File: config.mk
export PLATFORM = sky130hd
export DESIGN_NAME = ecc_scrub_scheduler
export DESIGN_NICKNAME = d
export VERILOG_FILES = /design/src/rtl/ecc_scrub_scheduler.sv
export SDC_FILE = /design/constraint.sdc
export NUM_CORES = 1
export LEC_CHECK = 0
export BUFFER_PORTS_ARGS = -buffer_cell sky130_fd_sc_hd__buf_2
export CORE_ASPECT_RATIO = 1.2
export CORE_MARGIN = 10
export CORE_UTILIZATION = 52
export DETAILED_ROUTE_END_ITERATION = 8
export MAX_ROUTING_LAYER = met4
export PLACE_DENSITY = 0.77
export SLEW_MARGIN = 15
export SYNTH_ARGS = -nofsm -noshare
export SYNTH_HDL_FRONTEND = slang
export SYNTH_SLANG_ARGS = --single-unit
export TNS_END_PERCENT = 30
File: constraint.sdc
create_clock -name clk_i -period 2.55 [get_ports clk_i]
set_clock_uncertainty 0.2 [all_clocks]
set_input_delay 0.51 -clock clk_i [delete_from_list [all_inputs] [get_ports clk_i]]
set_output_delay 0.51 -clock clk_i [all_outputs]
set_load 0.005 [all_outputs]
File: src/rtl/ecc_scrub_scheduler.sv
// ecc_scrub_scheduler
//  Drives NumBanks ECC scrubbers with one-hot, single-cycle scrub triggers.
//  IDLE:     no triggers.
//  PERIODIC: one trigger every max(interval_i, MinInterval) cycles. Banks are
//            served round-robin over the live bank_mask_i.
//  SWEEP:    BankSize triggers per bank selected at request time, spaced
//            MinInterval apart. Ends with a single-cycle sweep_done_o pulse.
//  The scrubbers' corrected/uncorrectable pulses feed saturating counters, a
//  sticky error flag and the index of the first failing bank.
// Ports
//  clk_i, rst_ni          clock, asynchronous active-low reset
//  enable_i, interval_i   periodic mode enable and trigger spacing
//  bank_mask_i            participating banks
//  sweep_req_i            pulse: start a full sweep
//  clear_i                clear counters and sticky error
//  bit_corrected_i        per-bank corrected-error pulses
//  uncorrectable_i        per-bank uncorrectable-error pulses
//  scrub_trigger_o        per-bank trigger pulses
//  sweep_busy_o           high while the sweep is running
//  sweep_done_o           single-cycle pulse when the sweep ends
//  corr_cnt_o             saturating corrected-error count
//  uncorr_cnt_o           saturating uncorrectable-error count
//  err_o                  sticky uncorrectable-error flag
//  err_bank_o             bank of the first uncorrectable error since clear
module ecc_scrub_scheduler #(
  parameter int NumBanks    = 4,
  parameter int BankSize    = 256,
  parameter int CntWidth    = 16,
  parameter int ErrCntWidth = 8,
  parameter int MinInterval = 4,
  localparam int PtrW = (NumBanks > 1) ? $clog2(NumBanks) : 1
) (
  input  logic                   clk_i,
  input  logic                   rst_ni,
  input  logic                   enable_i,
  input  logic [CntWidth-1:0]    interval_i,
  input  logic [NumBanks-1:0]    bank_mask_i,
  input  logic                   sweep_req_i,
  input  logic                   clear_i,
  input  logic [NumBanks-1:0]    bit_corrected_i,
  input  logic [NumBanks-1:0]    uncorrectable_i,
  output logic [NumBanks-1:0]    scrub_trigger_o,
  output logic                   sweep_busy_o,
  output logic                   sweep_done_o,
  output logic [ErrCntWidth-1:0] corr_cnt_o,
  output logic [ErrCntWidth-1:0] uncorr_cnt_o,
  output logic                   err_o,
  output logic [PtrW-1:0]        err_bank_o
);

  localparam int RndW = (BankSize > 1) ? $clog2(BankSize) : 1;
  localparam int SumW = ErrCntWidth + $clog2(NumBanks + 1);
  localparam logic [SumW-1:0] CntMax = SumW'({ErrCntWidth{1'b1}});

  typedef enum logic [1:0] {IDLE, PERIODIC, SWEEP} state_e;

  function automatic logic [PtrW-1:0] lowest_set(input logic [NumBanks-1:0] v);
    lowest_set = '0;
    for (int i = NumBanks - 1; i >= 0; i--) begin
      if (v[i]) lowest_set = PtrW'(i);
    end
  endfunction

  function automatic logic [SumW-1:0] popcount(input logic [NumBanks-1:0] v);
    popcount = '0;
    for (int i = 0; i < NumBanks; i++) popcount = popcount + SumW'(v[i]);
  endfunction

  // Sum is computed one carry-chain wider than the counter, so it is clamped, never wrapped.
  function automatic logic [ErrCntWidth-1:0] sat_add(input logic [ErrCntWidth-1:0] base,
                                                     input logic [SumW-1:0] inc);
    logic [SumW-1:0] s;
    s = SumW'(base) + inc;
    sat_add = (s > CntMax) ? ErrCntWidth'(CntMax) : ErrCntWidth'(s);
  endfunction

  state_e                state_reg, state_next;
  logic [CntWidth-1:0]   timer_reg, timer_next;
  logic [PtrW-1:0]       ptr_reg, ptr_next;
  logic [NumBanks-1:0]   snap_reg, snap_next;
  logic [RndW-1:0]       round_reg, round_next;
  logic                  last_reg, last_next;     // final trigger of the sweep already issued
  logic                  done_reg, done_next;     // empty-sweep acknowledge
  logic [ErrCntWidth-1:0] corr_reg, corr_next, uncorr_reg, uncorr_next;
  logic                  err_reg, err_next;
  logic [PtrW-1:0]       err_bank_reg, err_bank_next;

  logic [CntWidth-1:0]   eff_periodic, reload_periodic, reload_sweep;
  logic [NumBanks-1:0]   act_mask, above_ptr, above_fire, trig;
  logic [PtrW-1:0]       skip_idx, fire_idx, adv_idx;
  logic                  wrap, sweep_end, mask_any;

  assign eff_periodic    = (interval_i < CntWidth'(MinInterval)) ? CntWidth'(MinInterval) : interval_i;
  assign reload_periodic = eff_periodic - CntWidth'(1);
  assign reload_sweep    = CntWidth'(MinInterval - 1);
  assign mask_any        = |bank_mask_i;

  // The sweep walks its snapshot; periodic mode follows the live mask.
  assign act_mask = (state_reg == SWEEP) ? snap_reg : bank_mask_i;

  for (genvar gi = 0; gi < NumBanks; gi++) begin : g_above
    assign above_ptr[gi]  = act_mask[gi] && (gi > int'(ptr_reg));
    assign above_fire[gi] = act_mask[gi] && (gi > int'(fire_idx));
  end

  // A disabled bank at ptr is skipped, but the trigger still goes out this cycle.
  assign skip_idx = (|above_ptr) ? lowest_set(above_ptr) : lowest_set(act_mask);
  assign fire_idx = act_mask[ptr_reg] ? ptr_reg : skip_idx;
  assign adv_idx  = (|above_fire) ? lowest_set(above_fire) : lowest_set(act_mask);
  assign wrap     = ~(|above_fire);

  always_comb begin
    state_next = state_reg;
    timer_next = (timer_reg != '0) ? timer_reg - CntWidth'(1) : '0;
    ptr_next   = ptr_reg;
    snap_next  = snap_reg;
    round_next = round_reg;
    last_next  = last_reg;
    done_next  = 1'b0;
    trig       = '0;
    sweep_end  = 1'b0;

    case (state_reg)
      IDLE, PERIODIC: begin
        if (sweep_req_i && mask_any) begin
          state_next = SWEEP;
          snap_next  = bank_mask_i;
          ptr_next   = lowest_set(bank_mask_i);
          round_next = '0;
          last_next  = 1'b0;
          timer_next = '0;
        end else begin
          if (sweep_req_i) done_next = 1'b1;
          if (state_reg == IDLE) begin
            if (enable_i && mask_any) begin
              state_next = PERIODIC;
              timer_next = reload_periodic;
            end
          end else if (!enable_i || !mask_any) begin
            state_next = IDLE;
          end else if (timer_reg == '0) begin
            trig[fire_idx] = 1'b1;
            ptr_next       = adv_idx;
            timer_next     = reload_periodic;
          end
        end
      end
      SWEEP: begin
        if (timer_reg == '0) begin
          if (last_reg) begin
            sweep_end  = 1'b1;
            last_next  = 1'b0;
            state_next = enable_i ? PERIODIC : IDLE;
            timer_next = enable_i ? reload_periodic : '0;
          end else begin
            trig[fire_idx] = 1'b1;
            ptr_next       = adv_idx;
            timer_next     = reload_sweep;
            if (wrap) begin
              if (round_reg == RndW'(BankSize - 1)) last_next = 1'b1;
              else                                  round_next = round_reg + RndW'(1);
            end
          end
        end
      end
      default: state_next = IDLE;
    endcase
  end

  // Error bookkeeping: new events win over a simultaneous clear.
  always_comb begin
    corr_next     = sat_add(clear_i ? '0 : corr_reg, popcount(bit_corrected_i));
    uncorr_next   = sat_add(clear_i ? '0 : uncorr_reg, popcount(uncorrectable_i));
    err_next      = clear_i ? 1'b0 : err_reg;
    err_bank_next = clear_i ? '0 : err_bank_reg;
    if (|uncorrectable_i) begin
      err_next = 1'b1;
      if (!err_reg || clear_i) err_bank_next = lowest_set(uncorrectable_i);
    end
  end

  always_ff @(posedge clk_i or negedge rst_ni) begin
    if (!rst_ni) begin
      state_reg    <= IDLE;
      timer_reg    <= '0;
      ptr_reg      <= '0;
      snap_reg     <= '0;
      round_reg    <= '0;
      last_reg     <= 1'b0;
      done_reg     <= 1'b0;
      corr_reg     <= '0;
      uncorr_reg   <= '0;
      err_reg      <= 1'b0;
      err_bank_reg <= '0;
    end else begin
      state_reg    <= state_next;
      timer_reg    <= timer_next;
      ptr_reg      <= ptr_next;
      snap_reg     <= snap_next;
      round_reg    <= round_next;
      last_reg     <= last_next;
      done_reg     <= done_next;
      corr_reg     <= corr_next;
      uncorr_reg   <= uncorr_next;
      err_reg      <= err_next;
      err_bank_reg <= err_bank_next;
    end
  end

  assign scrub_trigger_o = trig;
  assign sweep_busy_o    = (state_reg == SWEEP);
  assign sweep_done_o    = done_reg | sweep_end;
  assign corr_cnt_o      = corr_reg;
  assign uncorr_cnt_o    = uncorr_reg;
  assign err_o           = err_reg;
  assign err_bank_o      = err_bank_reg;

endmodule

==> Flow_metrics.wiki <==
{| class="wikitable"
! Metric !! Value
|-
| Number of buffer and inverter instances along the worst setup path || 2
|-
| Average wire per cell in the routed design || ~16 µm
|-
| Vias in the first global route || roughly 3800
|-
| Proportion of power drawn by flip-flops and latches || 31.1%
|-
| Average size of a mapped cell || 9.04 µm²
|-
| Final count of negative-setup-slack endpoints || 5
|-
| Register Area || 0.00133 mm²
|-
| Largest net degree at the start of global routing || 33
|-
| First-pass GRT wire length || roughly 17 mm
|-
| Die Y-Extent || 114 µm
|-
| Syn nets || 470
|-
| Most frequent cell after synthesis || dfrtp_1
|-
| Total number of nets in the final design || ~590
|-
| YS warnings || 0
|-
| Die Outline Area || approximately 0.011 mm²
|-
| Category of the most critical setup path || reg2out
|-
| Final estimated routing congestion in global placement || roughly 0.9
|-
| Remaining antenna violation count || 0
|-
| Primary flip-flop cell chosen by synthesis mapping || dfrtp_1
|-
| Reported max-cap violation count || 0
|-
| Hold crit path type || in2reg
|-
| Clock power frac || 11.7%
|-
| Critical Path Sink Type || output pin
|-
| Setup crit start kind || flip-flop
|-
| Area inside the core boundary || between 0.007 and 0.008 mm²
|-
| Worst Setup Slack, final || -0.281 ns
|-
| Post-Syn Area || 0.00384 mm²
|-
| Lkg Pwr || roughly 2.2 nW
|-
| Worst-path cell with the longest stage delay || dfrtp_1
|-
| Tmin final || between 2 and 3 ns
|-
| Async SR Flop Fraction || between 90% and 100%
|-
| Register area share after synthesis || between 30 and 40%
|-
| Std cell rows || 34
|-
| Share of Yosys cell area claimed by the top area cell type || 34.5%
|-
| Cell variety after synth || 68
|-
| Worst-case clock buffer depth || 2
|-
| Internal Dissipation || ~0.0025 W
|-
| Combinational share of power || 57.2%
|-
| Total track usage || 17.6%
|-
| Unrepaired setup endpoints after global routing || true
|-
| Final Hold Viols || 0
|-
| Net switching power of the design || between 0.0015 and 0.002 W
|-
| Highest net fanout along the worst path || 5
|-
| Diode count || 0
|-
| Worst-case vdd ir drop || between 0.5 and 0.6 mV
|-
| Tot Pwr || roughly 0.0044 W
|-
| Clock edge transition at the registers on the reported setup and hold paths || around 0.10 ns
|-
| Iter 0 DRT Violations || roughly 200
|-
| Violated checks || setup timing
|-
| Post-DR vias/cell || about 5.7
|-
| Via total after detailed routing || roughly 3600
|-
| Clock tree from TritonCTS || done
|-
| Utilization after layout || between 60% and 70%
|-
| Library cell occupying the most area in the post-synthesis netlist || dfrtp_1
|-
| Result of the run || finished, violations left
|-
| Number of flip-flops under the largest register name || 16
|-
| Synth Register Bits || 53
|-
| Arrival time of data at the critical path endpoint || about 2.1 ns
|-
| FF-to-FF End || ptr_reg[1]
|-
| Worst path required time || ~1.8 ns
|-
| Cell chosen for the clock root || clkbuf_8
|-
| End point of the worst hold path || err_o
|-
| Crit share post-route || 111%
|-
| Number of antenna violations at the first check in global routing || 0
|-
| DPL Wire Length || ~7.6 mm
|-
| P&R area growth vs syn || 27.8%
|-
| Filler Cell Count || around 600
|-
| Count of TritonRoute iterations in the first routing pass || 4
|-
| Final slew viol count || 0
|-
| Register-to-register path setup slack || around 0.07 ns
|-
| Slew margin rel. || about three fifths
|-
| Critical path's top delay family || compound AO/OA/AOI/OAI gates
|-
| Fraction of final layout cells with drive strength greater than 1 || 33.5%
|-
| Top cell types by occurrence after synthesis || dfrtp_1 (53), nor2_1 (42), nand2_1 (39)
|-
| Reg2Reg Launch Point || timer_reg[10]
|-
| Maximum cell stage delay along the critical path || 0.43 ns
|-
| Cell depth of the worst flop-to-flop path || 7
|-
| Pin slew with the least headroom to its limit || a little under 0.6 ns
|-
| Wire length after detailed routing || ~10 mm
|-
| Power density of the placed cells || about 900 mW/mm²
|-
| CTS H-tree lvls || 2
|-
| Area occupied by multi-input gates || around 0.0025 mm²
|-
| Number of enable-type register cells in the synthesized netlist || 0
|-
| Post-route DRC || 0
|-
| Sw Share || a little over two fifths
|-
| F_max || 353 MHz
|-
| Synthesized instance count || roughly 430
|-
| I/O pin total || 58
|-
| Cells along the critical path || nand2b_4 > inv_8 > mux2i_4 > a211oi_1 > a211o_1 > nor4_1 > buf_2
|-
| DIE WIDTH || between 90 and 100 µm
|-
| Num CTS Buffers || 5
|-
| Number of cells on the worst hold path || 3
|-
| Count of clock tree sinks || 53
|-
| Port Buffers || 57
|-
| Initial standard-cell utilization of the core || a little over half
|-
| Grt total ovfl || 0
|-
| Hold Path Origin || uncorrectable_i[2]
|-
| Source-to-sink clock delay at the later pin of the worst-skew pair || approximately 0.32 ns
|-
| Cell types occupying the most area after synthesis || dfrtp_1 (35%), xnor2_1 (4.6%), nor2_1 (4.1%)
|}
## worst min-delay path: cells and delay by family
kind,cells,cell delay [ns]
and+or+nand+nor,2,0.15
buffers and inverters,1,0.09
## kinds of logic after synthesis
kind of cell,synth area share (%)
buffers and inverters,3.91
AO/OA/AOI/OAI,18.3
multiplexers,6.25
XOR/XNOR,6.61
AND/OR/NAND/NOR,25.3
adder cells (fa/ha/maj),5.08
flip-flops,34.5
## cells in the final DEF, fill, tap and decap left out, types with 11 or more instances in the layout
master	netlist	final
buf_4	1	65
buf_2	6	57
dfrtp_1	53	53
nor2_1	42	41
nand2_1	39	34
xnor2_1	20	20
nor3_1	22	18
o21ai_0	23	18
nand2b_1	15	15
o22ai_1	15	15
inv_1	15	14
nand3_1	14	13
a21oi_1	13	12
nor2b_1	11	11
## power by group through the flow
stage	Sequential [W]	Combinational, W	Clock (W)
global route	0.00140	0.00276	0.000568
finish	0.00137	0.00252	0.000515
global placement	0.00136	0.00229	0
detailed placement	0.00137	0.00235	0
CTS	0.00136	0.00246	0.000523
floorplan	0.00129	0.00173	0
## what timing repair did
item / CTS / global route
pin swaps: 4 / 14
cloned: 0 / 0
hold buffers: 1 / 0
buffers inserted: 5 / 3
hold endpoints to repair: 21 / 0
endpoints found under the setup margin: 5 / 23
gates resized for setup: 8 / 16
## how the worst max path moves through the flow
stage / slack [ns] / to / cells after the start / start
3_5_place_dp: -0.33 / corr_cnt_o[5] / 10 / bit_corrected_i[0]
5_1_grt: -0.36 / scrub_trigger_o[0] / 7 / timer_reg[10]
6_report: -0.28 / scrub_trigger_o[3] / 7 / state_reg[0]
3_3_place_gp: -0.23 / timer_reg[8] / 11 / interval_i[12]
4_1_cts: -0.24 / scrub_trigger_o[3] / 7 / state_reg[0]
2_1_floorplan: -0.14 / timer_reg[8] / 10 / interval_i[12]
## layout make-up
cell class	instances	share of cell area, %
Timing Repair Buffer	124	16.4
Multi-Input combinational cell	343	51.0
Clock buffer	5	1.40
Inverter	16	1.38
Tap cell	90	2.29
Clock inverter	3	0.535
Sequential cell	53	27.0
## stage by stage
stage                     setup WS [ns]  TNS [ns]  instance area [µm²]  hold slack, ns  std cells
after floorplan                  -0.137    -0.620                 3880          0.0144        425
after global placement           -0.232     -3.39                 4640           0.321        617
after detailed placement         -0.327     -4.95                 4640           0.332        617
after CTS                        -0.245     -1.07                 4800           0.250        631
after global routing             -0.362     -1.70                 4910           0.257        634
final                            -0.281     -1.13                 4910           0.255        634
## per-layer routing
metal  share of wire (%)  track usage, %  up-vias
met3                 3.3            3.68       22
met2                  53            31.9       65
met1                  41            18.6     1756
li1                    -               -     1772
met5                   0               -        -
met4                 2.1            5.74        0
Note: power is estimated with default switching activity, not from simulation.
